$ cat config.mk
export PLATFORM = sky130hd
export DESIGN_NAME = simon_byte_loader
export DESIGN_NICKNAME = d
export VERILOG_FILES = /design/src/rtl/simon_pkg.sv /design/src/rtl/simon_byte_ctr.sv /design/src/rtl/simon_byte_loader.sv
export SDC_FILE = /design/constraint.sdc
export NUM_CORES = 1
export LEC_CHECK = 0
export CORE_ASPECT_RATIO = 1.5
export CORE_MARGIN = 2
export CORE_UTILIZATION = 54
export CTS_BUF_LIST = sky130_fd_sc_hd__clkbuf_8 sky130_fd_sc_hd__clkbuf_16
export DETAILED_ROUTE_END_ITERATION = 7
export PLACE_DENSITY = 0.86
export SLEW_MARGIN = 15
export SYNTH_ARGS = -nofsm -noshare
export SYNTH_HDL_FRONTEND = slang
export SYNTH_SLANG_ARGS = --single-unit
$ cat constraint.sdc
create_clock -name clk -period 7.4 [get_ports clk]
set_input_delay 1.11 -clock clk [delete_from_list [all_inputs] [get_ports clk]]
set_output_delay 1.11 -clock clk [all_outputs]
set_load 0.03 [all_outputs]
$ cat src/rtl/simon_pkg.sv
// Shared types and helpers for the Simon byte-serial input stage.
package simon_pkg;

    typedef enum logic [2:0] {
        S_CMD,
        S_KEY,
        S_PT,
        S_OUT,
        S_DROP
    } state_e;

    localparam int CMD_MODE_BIT = 0;
    localparam int CMD_KEEP_BIT = 1;

    function automatic int key_bytes(int ww, int nkw);
        return ww * nkw / 8;
    endfunction

    function automatic int pt_bytes(int ww);
        return 2 * ww / 8;
    endfunction

endpackage

$ cat src/rtl/simon_byte_ctr.sv
// Frame byte counter with clear/enable and terminal-count flags
// for the last key byte and the last plaintext byte.
module simon_byte_ctr #(
    parameter int KB = 8,
    parameter int PB = 4,
    parameter int CW = 3
) (
    input  logic          clk,
    input  logic          arst,
    input  logic          clr,
    input  logic          en,
    output logic [CW-1:0] cnt_o,
    output logic          tc_key_o,
    output logic          tc_pt_o
);

    logic [CW-1:0] cnt_q;
    logic [CW-1:0] cnt_d;

    always_comb begin
        cnt_d = cnt_q;
        if (clr) begin
            cnt_d = '0;
        end else if (en) begin
            cnt_d = cnt_q + 1'b1;
        end
    end

    always_ff @(posedge clk or posedge arst) begin
        if (arst) begin
            cnt_q <= '0;
        end else begin
            cnt_q <= cnt_d;
        end
    end

    assign cnt_o    = cnt_q;
    assign tc_key_o = (cnt_q == CW'(KB - 1));
    assign tc_pt_o  = (cnt_q == CW'(PB - 1));

endmodule

$ cat src/rtl/simon_byte_loader.sv
// Byte-serial CMD/key/plaintext frame assembler feeding the Simon
// cipher top, with stored-key reuse and framing-error detection.
module simon_byte_loader
    import simon_pkg::*;
#(
    parameter int WW  = 16,
    parameter int NKW = 4
) (
    input  logic              clk,
    input  logic              arst,
    input  logic              in_valid_i,
    output logic              in_ready_o,
    input  logic [7:0]        in_data_i,
    input  logic              in_last_i,
    output logic              err_o,
    output logic              valid_o,
    input  logic              ready_i,
    output logic              mode_o,
    output logic [2*WW-1:0]   pt_o,
    output logic [NKW*WW-1:0] key_o,
    output logic              key_valid_o
);

    localparam int KB = key_bytes(WW, NKW);
    localparam int PB = pt_bytes(WW);
    localparam int CW = $clog2((KB > PB) ? KB : PB);

    state_e            state_q, state_d;
    logic              mode_q, mode_d;
    logic              kv_q, kv_d;
    logic              err_q, err_d;
    logic              valid_q, valid_d;
    logic [2*WW-1:0]   pt_q, pt_d;
    logic [NKW*WW-1:0] key_q, key_d;

    logic          acc;
    logic          keep;
    logic          ctr_clr;
    logic          ctr_en;
    logic [CW-1:0] cnt;
    logic          tc_key;
    logic          tc_pt;

    assign in_ready_o = (state_q != S_OUT);
    assign acc        = in_valid_i & in_ready_o;
    assign keep       = in_data_i[CMD_KEEP_BIT];

    always_comb begin
        state_d = state_q;
        mode_d  = mode_q;
        kv_d    = kv_q;
        err_d   = 1'b0;
        pt_d    = pt_q;
        key_d   = key_q;
        case (state_q)
            S_CMD: if (acc) begin
                mode_d = in_data_i[CMD_MODE_BIT];
                if (in_data_i[7:2] != '0 || (keep && !kv_q)
                    || in_last_i) begin
                    err_d   = 1'b1;
                    state_d = in_last_i ? S_CMD : S_DROP;
                end else begin
                    state_d = keep ? S_PT : S_KEY;
                end
            end
            S_KEY: if (acc) begin
                key_d[8*int'(cnt) +: 8] = in_data_i;
                if (cnt == '0) begin
                    kv_d = 1'b0;
                end
                // a key byte can never end a frame
                if (in_last_i) begin
                    err_d   = 1'b1;
                    state_d = S_CMD;
                end else if (tc_key) begin
                    kv_d    = 1'b1;
                    state_d = S_PT;
                end
            end
            S_PT: if (acc) begin
                pt_d[8*int'(cnt) +: 8] = in_data_i;
                if (tc_pt) begin
                    err_d   = !in_last_i;
                    state_d = in_last_i ? S_OUT : S_DROP;
                end else if (in_last_i) begin
                    err_d   = 1'b1;
                    state_d = S_CMD;
                end
            end
            S_OUT: if (ready_i) begin
                state_d = S_CMD;
            end
            S_DROP: if (acc && in_last_i) begin
                state_d = S_CMD;
            end
            default: state_d = S_CMD;
        endcase
    end

    assign valid_d = (state_d == S_OUT);
    assign ctr_clr = (state_d != state_q);
    assign ctr_en  = acc && (state_q == S_KEY || state_q == S_PT);

    always_ff @(posedge clk or posedge arst) begin
        if (arst) begin
            state_q <= S_CMD;
            mode_q  <= 1'b0;
            kv_q    <= 1'b0;
            err_q   <= 1'b0;
            valid_q <= 1'b0;
            pt_q    <= '0;
            key_q   <= '0;
        end else begin
            state_q <= state_d;
            mode_q  <= mode_d;
            kv_q    <= kv_d;
            err_q   <= err_d;
            valid_q <= valid_d;
            pt_q    <= pt_d;
            key_q   <= key_d;
        end
    end

    simon_byte_ctr #(
        .KB(KB),
        .PB(PB),
        .CW(CW)
    ) u_ctr (
        .clk     (clk),
        .arst    (arst),
        .clr     (ctr_clr),
        .en      (ctr_en),
        .cnt_o   (cnt),
        .tc_key_o(tc_key),
        .tc_pt_o (tc_pt)
    );

    assign err_o       = err_q;
    assign valid_o     = valid_q;
    assign mode_o      = mode_q;
    assign pt_o        = pt_q;
    assign key_o       = key_q;
    assign key_valid_o = kv_q;

endmodule

==> results.toml, run 1 <==
[place]
gp_congestion = 0.8748
place_area_um2 = 5888
pre_cts_slack_ns = 4.005
port_buffers = 113
hpwl_mm = 8.601

[floorplan]
pin_count = 114
die_w_um = 80.56
fp.dieArea_um2 = 9572
rows = 41
core-area_um2 = 8464
start_util_pct = 56.08
die-height_um = 118.8

[cells_and_area]
final_util_pct = 72.89
design_area_um2 = 6170
nNetsFinal = 563
num_antenna_cells = 0
syn_to_final_growth_pct = 29.97
drive_above_1_share_pct = 11.50

[setup_path]
endpoint_kind = "flip-flop"
cp_data_arrival_time_ns = 3.72
path_max_fanout = 27
critPathKind = "reg2reg"
cp.required_ns = 7.62
r2r_slack_ns = 3.91
start_kind = "flip-flop"

[detailed_routing]
vias_per_cell = 5.756
drtAntennaViolNets = 0
post_drt_wl_per_cell_um = 18.64
drc_errors = 0
drtIter0Drc = 384
wirelength_mm = 12.21
drt_pass1_iterations = 4
vias = 3770

[synthesis]
synth_cells = 447
yosysWarningCount = 0
synth_cell_types = 49
ys_ff_latch = 106
synth_top_area_share_pct = 55.88
synth_edf_count = 0
synth_seq_area_share_pct = 55.88
async_flop_share_pct = 100.0
avgSynthCellArea_um2 = 10.62
netlist_area_um2 = 4747
synth.area.top_cells = "dfrtp_1 56%, mux2_2 8.1%, nand2_1 6.8%, o21ai_0 4.0%, nor2_1 2.4%"
synth.net_count = 467
ys_dominant_reg_cell = "dfrtp_1"
synth_top_area_cell = "dfrtp_1"

[clock_tree]
cts_root_buf = "clkbuf_16"
htreeDepth = 3
clkLatencyLatePin_ns = 0.35
cts_tree = "yes"
cts_buffers = 9
cts_setup_buffers = 0
cts_buffer_depth = 2
clock_sinks = 106
cts_resized = 0
cts.clk_slew.worst_paths_ns = 0.07
hold_buffers = 0

[timing]
clock_skew_ns = 0.009881
setup-tns-final_ns = 0
finalCriticalPeriod_ns = 3.493
rsz0062_at_grt = "no"
setup_viol = 0
fin_hold_ws_ns = 0.4853
hold_violations = 0
relSlewSlack_pct = 38.82
finalMaxSlewViolations = 0
clock.fmax_ghz = 0.2863
timing.final.crit_share_pct = 47.20
max_slew.worst_pin.slew_ns = 0.9177
layout_setup_ws_ns = 3.907

[global_routing]
grt_max_degree = 71
grt_pass1_wl_mm = 19.93
grt_overflow = 0
grt_pass1_vias = 3883
antenna_found_initial = 0
grt_usage_pct = 27.20

[pwr]
p_leak_nw = 2.694
peakVddDrop_mv = 0.1404
p_per_area_nw_per_um2 = 185.7

[min_path]
worstHoldPathType = "reg2reg"

[outcome]
status = "completed"

[run]
cap_violations = 0
## cell families (layout without fill, tap and decap cells)
family	Yosys count	in the layout	synth area share, %
xor+xnor	3	3	0.5536
buf+inv	42	143	3.848
simple gates	172	172	17.48
compound gates	73	73	10.20
fa+ha+maj	7	7	1.845
flops	106	106	55.88
mux	44	44	10.20
## report_power, final
part | total (mW) | internal (mW) | switching [mW]
registers | 0.598 | 0.589 | 0.00869
logic | 0.0901 | 0.0323 | 0.0577
clock network | 0.458 | 0.245 | 0.213
total | 1.15 | 0.866 | 0.279
## final timing paths
kind / from / end / cells past startpoint
min in group asynchronous: arst / state_q[1]$_DFF_PP0_ / 2
worst max register to register: u_ctr.cnt_o[0]$_DFFE_PP0P_ / key_o[6]$_DFFE_PP0P_ / 5
worst min-delay path: pt_o[3]$_DFFE_PP0P_ / pt_o[3]$_DFFE_PP0P_ / 2
worst max-delay path: u_ctr.cnt_o[0]$_DFFE_PP0P_ / key_o[6]$_DFFE_PP0P_ / 5
worst min register to register: pt_o[3]$_DFFE_PP0P_ / pt_o[3]$_DFFE_PP0P_ / 2
max in group asynchronous: arst / key_o[35]$_DFFE_PP0P_ / 3
## metal layers
| layer | share of wire (%) | vias to the layer above | global-route usage [%] |
|---|---|---|---|
| met4 | 3.1 | 0 | 12.08 |
| met5 | 0 | - | 0 |
| li1 | - | 1725 | - |
| met2 | 53 | 134 | 44.17 |
| met3 | 5.9 | 29 | 5.379 |
| met1 | 38 | 1882 | 35.02 |
## cells in the final DEF, fill, tap and decap left out, types with 3 or more instances in the layout
| cell | instances |
|---|---|
| o31ai_1 | 11 |
| nor2_1 | 30 |
| clkbuf_16 | 9 |
| o41ai_1 | 3 |
| nand3_1 | 15 |
| nand2b_1 | 6 |
| and2_1 | 4 |
| nand4_1 | 3 |
| nand2_1 | 86 |
| dfrtp_1 | 106 |
| clkdlybuf4s50_1 | 113 |
| mux2_2 | 34 |
| a22o_1 | 7 |
| nor2b_1 | 4 |
| mux2i_1 | 9 |
| o21ai_0 | 38 |
| a21oi_1 | 4 |
| nor4_1 | 3 |
| ha_1 | 7 |
| inv_1 | 14 |
## flip-flops by register name, indices dropped and copies added, names as in the netlist
register,count
key_valid_o,1
err_o,1
valid_o,1
pt_o,32
key_o,64
u_ctr.cnt_o,3
state_q,3
mode_o,1
## cell usage after synthesis, drive strengths merged, types with 6 or more instances
cell type and n:
a22o 8, o21ai 38, nand2b 6, nor2 30, o31ai 11, nand2 87
dfrtp 106, inv 13, mux2 35, ha 7, clkbuf 12, buf 17
nand3 15, mux2i 9
## final cells by class
class                      instances  area [um^2]
sequential                       106         2653
fill                             587         2295
multi-input combinational        299         1912
timing repair buffer             114         1139
clock buffer                      11        252.7
tap                              107        133.9
inverter                          13        51.30
clock inverter                     5        28.78
## critical path: stages (launching register included)
cell	delay (ns)
dfrtp_1	0.94
inv_1	0.23
ha_1	0.59
nor4_4	0.61
nand3_1	0.55
o41ai_1	0.44
## stage by stage
| step | std cells | power [mW] |
|---|---|---|
| CTS | 655 | 1.147 |
| floorplan | 447 | 0.6599 |
| detailed placement | 639 | 0.6991 |
| global route | 655 | 1.178 |
| global placement | 639 | 0.6968 |
| finish | 655 | 1.146 |
Power figures use the tool's default switching activity.
==> inputs of run 2 (changes only) <==
Settings changed: CORE_UTILIZATION 54 to 50, PLACE_DENSITY 0.86 to 0.8.
Clock period 7.4 ns to 3.65 ns, I/O delays scaled along.
==> run 2 against run 1 <==
  * Worst hold slack worse by 0.0031 ns
  * Combinational power increased by 110%
  * Worst setup slack worse by 2.9 ns
  * First-iteration DRC count fell by 33%
  * Highest routed layer unchanged
  * Power rose by 100%
  * Non-clock buffer count grew 5
  * Largest cell class unchanged
  * Sequential cell count is the same
  * Die area increased by 7.7%
  * Global-route usage decreased by 3.5 points
  * Critical path type unchanged
  * Largest power group unchanged
==> results.toml, run 2 (synthesis gave the netlist of run 1 again) <==
[global_routing]
grt_overflow = 0
top_usage_layer = "met2"
met2_usage_pct = 41.78
grt_usage_pct = 23.73
use_met3_pct = 5.274
grt_pass1_wl_mm = 19.15
gr-usage-met1_pct = 28.83
grt_max_degree = 63
antenna_found_initial = 0
grt_pass1_vias = 3764

[setup_path]
cp_data_arrival_time_ns = 2.84
path_max_fanout = 17
endpoint_kind = "flip-flop"
start_kind = "flip-flop"
ff2ff_path_depth = 5
cp.required_ns = 3.88
critPathKind = "reg2reg"

[detailed_routing]
post_drt_wl_per_cell_um = 17.94
vias = 3711
drt_pass1_iterations = 4
drc_errors = 0
wirelength_mm = 11.89
vias_per_cell = 5.597
drtAntennaViolNets = 0
drtIter0Drc = 259

[timing]
setup_viol = 0
finalCriticalPeriod_ns = 2.610
relSlewSlack_pct = 58.42
rsz0062_at_grt = "no"
clock_skew_ns = 0.004589
finalMaxSlewViolations = 0
timing.final.crit_share_pct = 71.51
hold_violations = 0
max_slew.worst_pin.slew_ns = 0.6219
setup-tns-final_ns = 0
clock.fmax_ghz = 0.3831

[cells_and_area]
drive_above_1_share_pct = 12.34
design_area_um2 = 6211
final_common_cell = "clkdlybuf4s50_1"
syn_to_final_growth_pct = 30.84
final_cell_mix = "113 x clkdlybuf4s50_1, 106 x dfrtp_1, 86 x nand2_1, 38 x o21ai_0, 34 x mux2_2"
final_util_pct = 67.12
nNetsFinal = 568
stdcell_count = 663
largest_reg_flops = 64
num_antenna_cells = 0

[pwr]
p_per_area_nw_per_um2 = 369.0
total_power_mw = 2.292
peakVddDrop_mv = 0.3192
p_leak_nw = 2.713

[min_path]
worstHoldPathType = "reg2reg"
whs_path_depth = 2

[floorplan]
core-area_um2 = 9254
start_util_pct = 51.30
fp.dieArea_um2 = 10310
rows = 43
die_w_um = 83.56
pin_count = 114
die-height_um = 123.3

[clock_tree]
htreeDepth = 3
cts_root_buf = "clkbuf_16"
cts_tree = "yes"
cts_buffer_depth = 2
clock_sinks = 106
cts.clk_slew.worst_paths_ns = 0.07
cts_resized = 0
clkLatencyLatePin_ns = 0.34
cts_setup_buffers = 0
hold_buffers = 0
cts_buffers = 9

[outcome]
status = "completed"

[place]
place_area_um2 = 5944
gp_congestion = 0.9271
port_buffers = 113
dp.cells = 649
hpwl_mm = 8.643

[run]
cap_violations = 0
==> run 2: cell types whose count changed in the layout (fill, tap and decap cells not counted) <==
cell | before | now
clkinv_2 | 1 | 2
buf_12 | 0 | 1
buf_4 | 1 | 5
clkbuf_8 | 2 | 1
inv_1 | 14 | 12
clkinv_4 | 0 | 1
clkinvlp_4 | 1 | 0
==> run 2: power breakdown <==
group | switching (mW) | total [mW] | internal (mW)
combinational | 0.119 | 0.189 | 0.0700
sequential | 0.0161 | 1.21 | 1.19
clock | 0.417 | 0.892 | 0.475
total | 0.552 | 2.29 | 1.74
==> run 2: worst max-delay path, cell delays in order (launching register included) <==
cell and delay, ns:
dfrtp_1 0.48, inv_1 0.11, ha_1 0.51, nor4_4 0.53, nand3_1 0.48, o41ai_1 0.38
==> run 2: layer usage <==
metal  up-vias  part of all wire, %
met5         -                    0
met4         0                  2.4
met1      1839                   39
met2       126                   53
met3        21                  5.5
li1       1725                    -
==> run 2: final timing paths <==
kind                                                 start                         end  slack [ns]
worst max register to register  u_ctr.cnt_o[1]$_DFFE_PP0P_        key_o[6]$_DFFE_PP0P_        1.04
max in group asynchronous                             arst  u_ctr.cnt_o[2]$_DFFE_PP0P_        2.33
worst min-delay path                   pt_o[6]$_DFFE_PP0P_         pt_o[6]$_DFFE_PP0P_        0.48
worst min register to register         pt_o[6]$_DFFE_PP0P_         pt_o[6]$_DFFE_PP0P_        0.48
min in group asynchronous                             arst          mode_o$_DFFE_PP0P_        0.60
worst max-delay path            u_ctr.cnt_o[1]$_DFFE_PP0P_        key_o[6]$_DFFE_PP0P_        1.04
==> run 2: layout make-up <==
class                      count  area (um^2)
fill                         701         3043
timing repair buffer         119         1189
clock buffer                  10        239.0
clock inverter                 4        27.53
inverter                      13        51.30
tap                          112        140.1
multi-input combinational    299         1912
sequential                   106         2653
==> run 2: through the flow <==
| stage | setup slack (ns) | hold WS, ns |
|---|---|---|
| CTS | 1.055 | 0.4894 |
| global placement | 0.9661 | 0.4582 |
| global route | 0.7559 | 0.5177 |
| floorplan | 0.3136 | 0.6480 |
| finish | 1.040 | 0.4821 |
| detailed placement | 0.9479 | 0.4683 |
==> inputs of run 3 (changes only) <==
Clock period 3.65 ns to 2.46 ns, I/O delays scaled along.
==> run 3 against run 2 <==
  * Combinational power up 51%
  * Sequential power up 49%
  * Worst hold slack better by 0.0018 ns
  * Critical endpoint is now key_o[61]$_DFFE_PP0P_
  * Largest cell class unchanged
  * Clock skew up 0.0052 ns
  * Final cell count up 2.7%
  * Core utilization up 1.7 points
  * Register-to-register slack worse by 0.94 ns
  * Non-clock buffer count up 16
  * Power up 53%
  * Largest power group unchanged
==> results.toml, run 3 (synthesis gave the netlist of run 1 again) <==
[outcome]
status = "completed"

[clock_tree]
cts_setup_buffers = 0
cts_buffers = 9
clock_sinks = 106
clkLatencyLatePin_ns = 0.35
cts_root_buf = "clkbuf_16"
cts_tree = "yes"
hold_buffers = 0
cts.clk_slew.worst_paths_ns = 0.07
htreeDepth = 3
cts_buffer_depth = 2

[setup_path]
cp_data_arrival_time_ns = 2.59
r2r_end = "key_o[61]$_DFFE_PP0P_"
critPathKind = "reg2reg"
r2r_slack_ns = 0.10
start_kind = "flip-flop"
endpoint_kind = "flip-flop"
r2r_start = "u_ctr.cnt_o[0]$_DFFE_PP0P_"
worstSetupPathDepth = 6
crit_family = "simple AND/OR/NAND/NOR gates"
slowest_stage = "and2_1"
worst-path-buf-inv = 1
ff2ff_path_depth = 6
cp_common_cell = "ha_1"
cp.required_ns = 2.70
path_max_fanout = 8
max_stage_delay_ns = 0.41
crit_chain = "inv_1 -> ha_1 -> ha_1 -> nor3_1 -> and2_1 -> mux2_2"

[floorplan]
fp.dieArea_um2 = 10310
die_w_um = 83.56
pin_count = 114
start_util_pct = 51.30
rows = 43
die-height_um = 123.3
core-area_um2 = 9254

[place]
port_buffers = 113
gp_congestion = 0.9489
hpwl_mm = 8.806

[min_path]
whs_path_depth = 2
worstHoldPathType = "reg2reg"
hp-start = "key_o[28]$_DFFE_PP0P_"
min_to = "key_o[28]$_DFFE_PP0P_"

[pwr]
p_per_area_nw_per_um2 = 550.1
peakVddDrop_mv = 0.4472
p_leak_nw = 2.796
total_power_mw = 3.505

[detailed_routing]
met2_length_mm = 6.705
m1WireLength_mm = 4.811
wirelength_mm = 12.31
vias = 3825
drc_errors = 0
drtIter0Drc = 259
dr_wl_met3_um = 518
top_layer_used = "met4"
drtAntennaViolNets = 0
post_drt_wl_per_cell_um = 18.08
vias_per_cell = 5.617
drt_pass1_iterations = 4

[cells_and_area]
largest_reg_flops = 64
final_common_cell = "clkdlybuf4s50_1"
fill_cells = 690
final_util_pct = 68.86
final_cell_mix = "113 x clkdlybuf4s50_1, 106 x dfrtp_1, 86 x nand2_1, 38 x o21ai_0, 34 x mux2_2"
num_antenna_cells = 0
drive_above_1_share_pct = 15.47
syn_to_final_growth_pct = 34.24
nNetsFinal = 584

[timing]
clock.fmax_ghz = 0.4244
max_slew.worst_pin.slew_ns = 0.6250
setup_viol = 0
clock_skew_ns = 0.009770
hold_violations = 0
finalMaxSlewViolations = 0
rsz0062_at_grt = "no"
finalCriticalPeriod_ns = 2.356
setup-tns-final_ns = 0
timing.final.crit_share_pct = 95.79
relSlewSlack_pct = 57.95

[global_routing]
grt_pass1_wl_mm = 20.12
antenna_found_initial = 0
grt_overflow = 0
grt_pass1_vias = 3915
grt_usage_pct = 25.00
grt_max_degree = 107

[run]
cap_violations = 0
-- run 3: cell count changes in the layout (fill, tap and decap cells not counted), sizes merged --
cell / previous run / this run
buf: 6 / 22
clkinvlp: 0 / 2
-- run 3: cell type report --
cell class	count	area [um^2]	area share, %
inverters	13	52.55	0.8247
repair buffers	135	1309	20.54
flip-flops and latches	106	2653	41.63
clock buffers	10	239.0	3.750
well taps	112	140.1	2.199
clock inverters	6	61.31	0.9621
multi-input cells	299	1918	30.10
-- run 3: power breakdown --
group | switching (mW) | internal (mW) | leakage, nW
Combinational | 0.177 | 0.110 | 1.21
Clock | 0.685 | 0.738 | 0.144
Sequential | 0.0253 | 1.77 | 1.44
Total | 0.887 | 2.62 | 2.80
-- run 3: stage by stage --
step / std cells / hold slack (ns) / instance area (um^2) / setup slack (ns)
2_1_floorplan: 447 / 0.5017 / 4751 / 0.01361
3_3_place_gp: 665 / 0.4623 / 6066 / 0.1590
3_5_place_dp: 665 / 0.4736 / 6066 / 0.1233
4_1_cts: 681 / 0.4887 / 6366 / 0.1080
5_1_grt: 681 / 0.5171 / 6372 / 0.01438
6_report: 681 / 0.4839 / 6372 / 0.1037
-- run 3: how the worst max path moves through the flow --
stage,startpoint,endpoint,slack [ns]
3_3_place_gp,in_data_i[5],u_ctr.cnt_o[0]$_DFFE_PP0P_,0.16
3_5_place_dp,in_data_i[7],u_ctr.cnt_o[0]$_DFFE_PP0P_,0.12
4_1_cts,u_ctr.cnt_o[0]$_DFFE_PP0P_,key_o[47]$_DFFE_PP0P_,0.11
6_report,u_ctr.cnt_o[0]$_DFFE_PP0P_,key_o[61]$_DFFE_PP0P_,0.10
5_1_grt,u_ctr.cnt_o[0]$_DFFE_PP0P_,key_o[59]$_DFFE_PP0P_,0.01
2_1_floorplan,u_ctr.cnt_o[0]$_DFFE_PP0P_,key_o[32]$_DFFE_PP0P_,0.01
-- run 3: metal layers --
metal | vias to the layer above | GRT usage [%]
li1 | 1769 | -
met1 | 1910 | 30.45
met2 | 120 | 44.61
met3 | 26 | 4.873
met4 | 0 | 8.770
met5 | - | 0
-- run 3: timing repair --
item / in CTS / in global routing
endpoints found under the setup margin: 0 / 9
resized for setup: 0 / 2
endpoints found under the hold margin: 0 / 0
-- run 3: worst min-delay path, stage by stage, from the launching register on --
cell and delay (ns):
dfrtp_1 0.35, nand2_1 0.05, o31ai_1 0.05
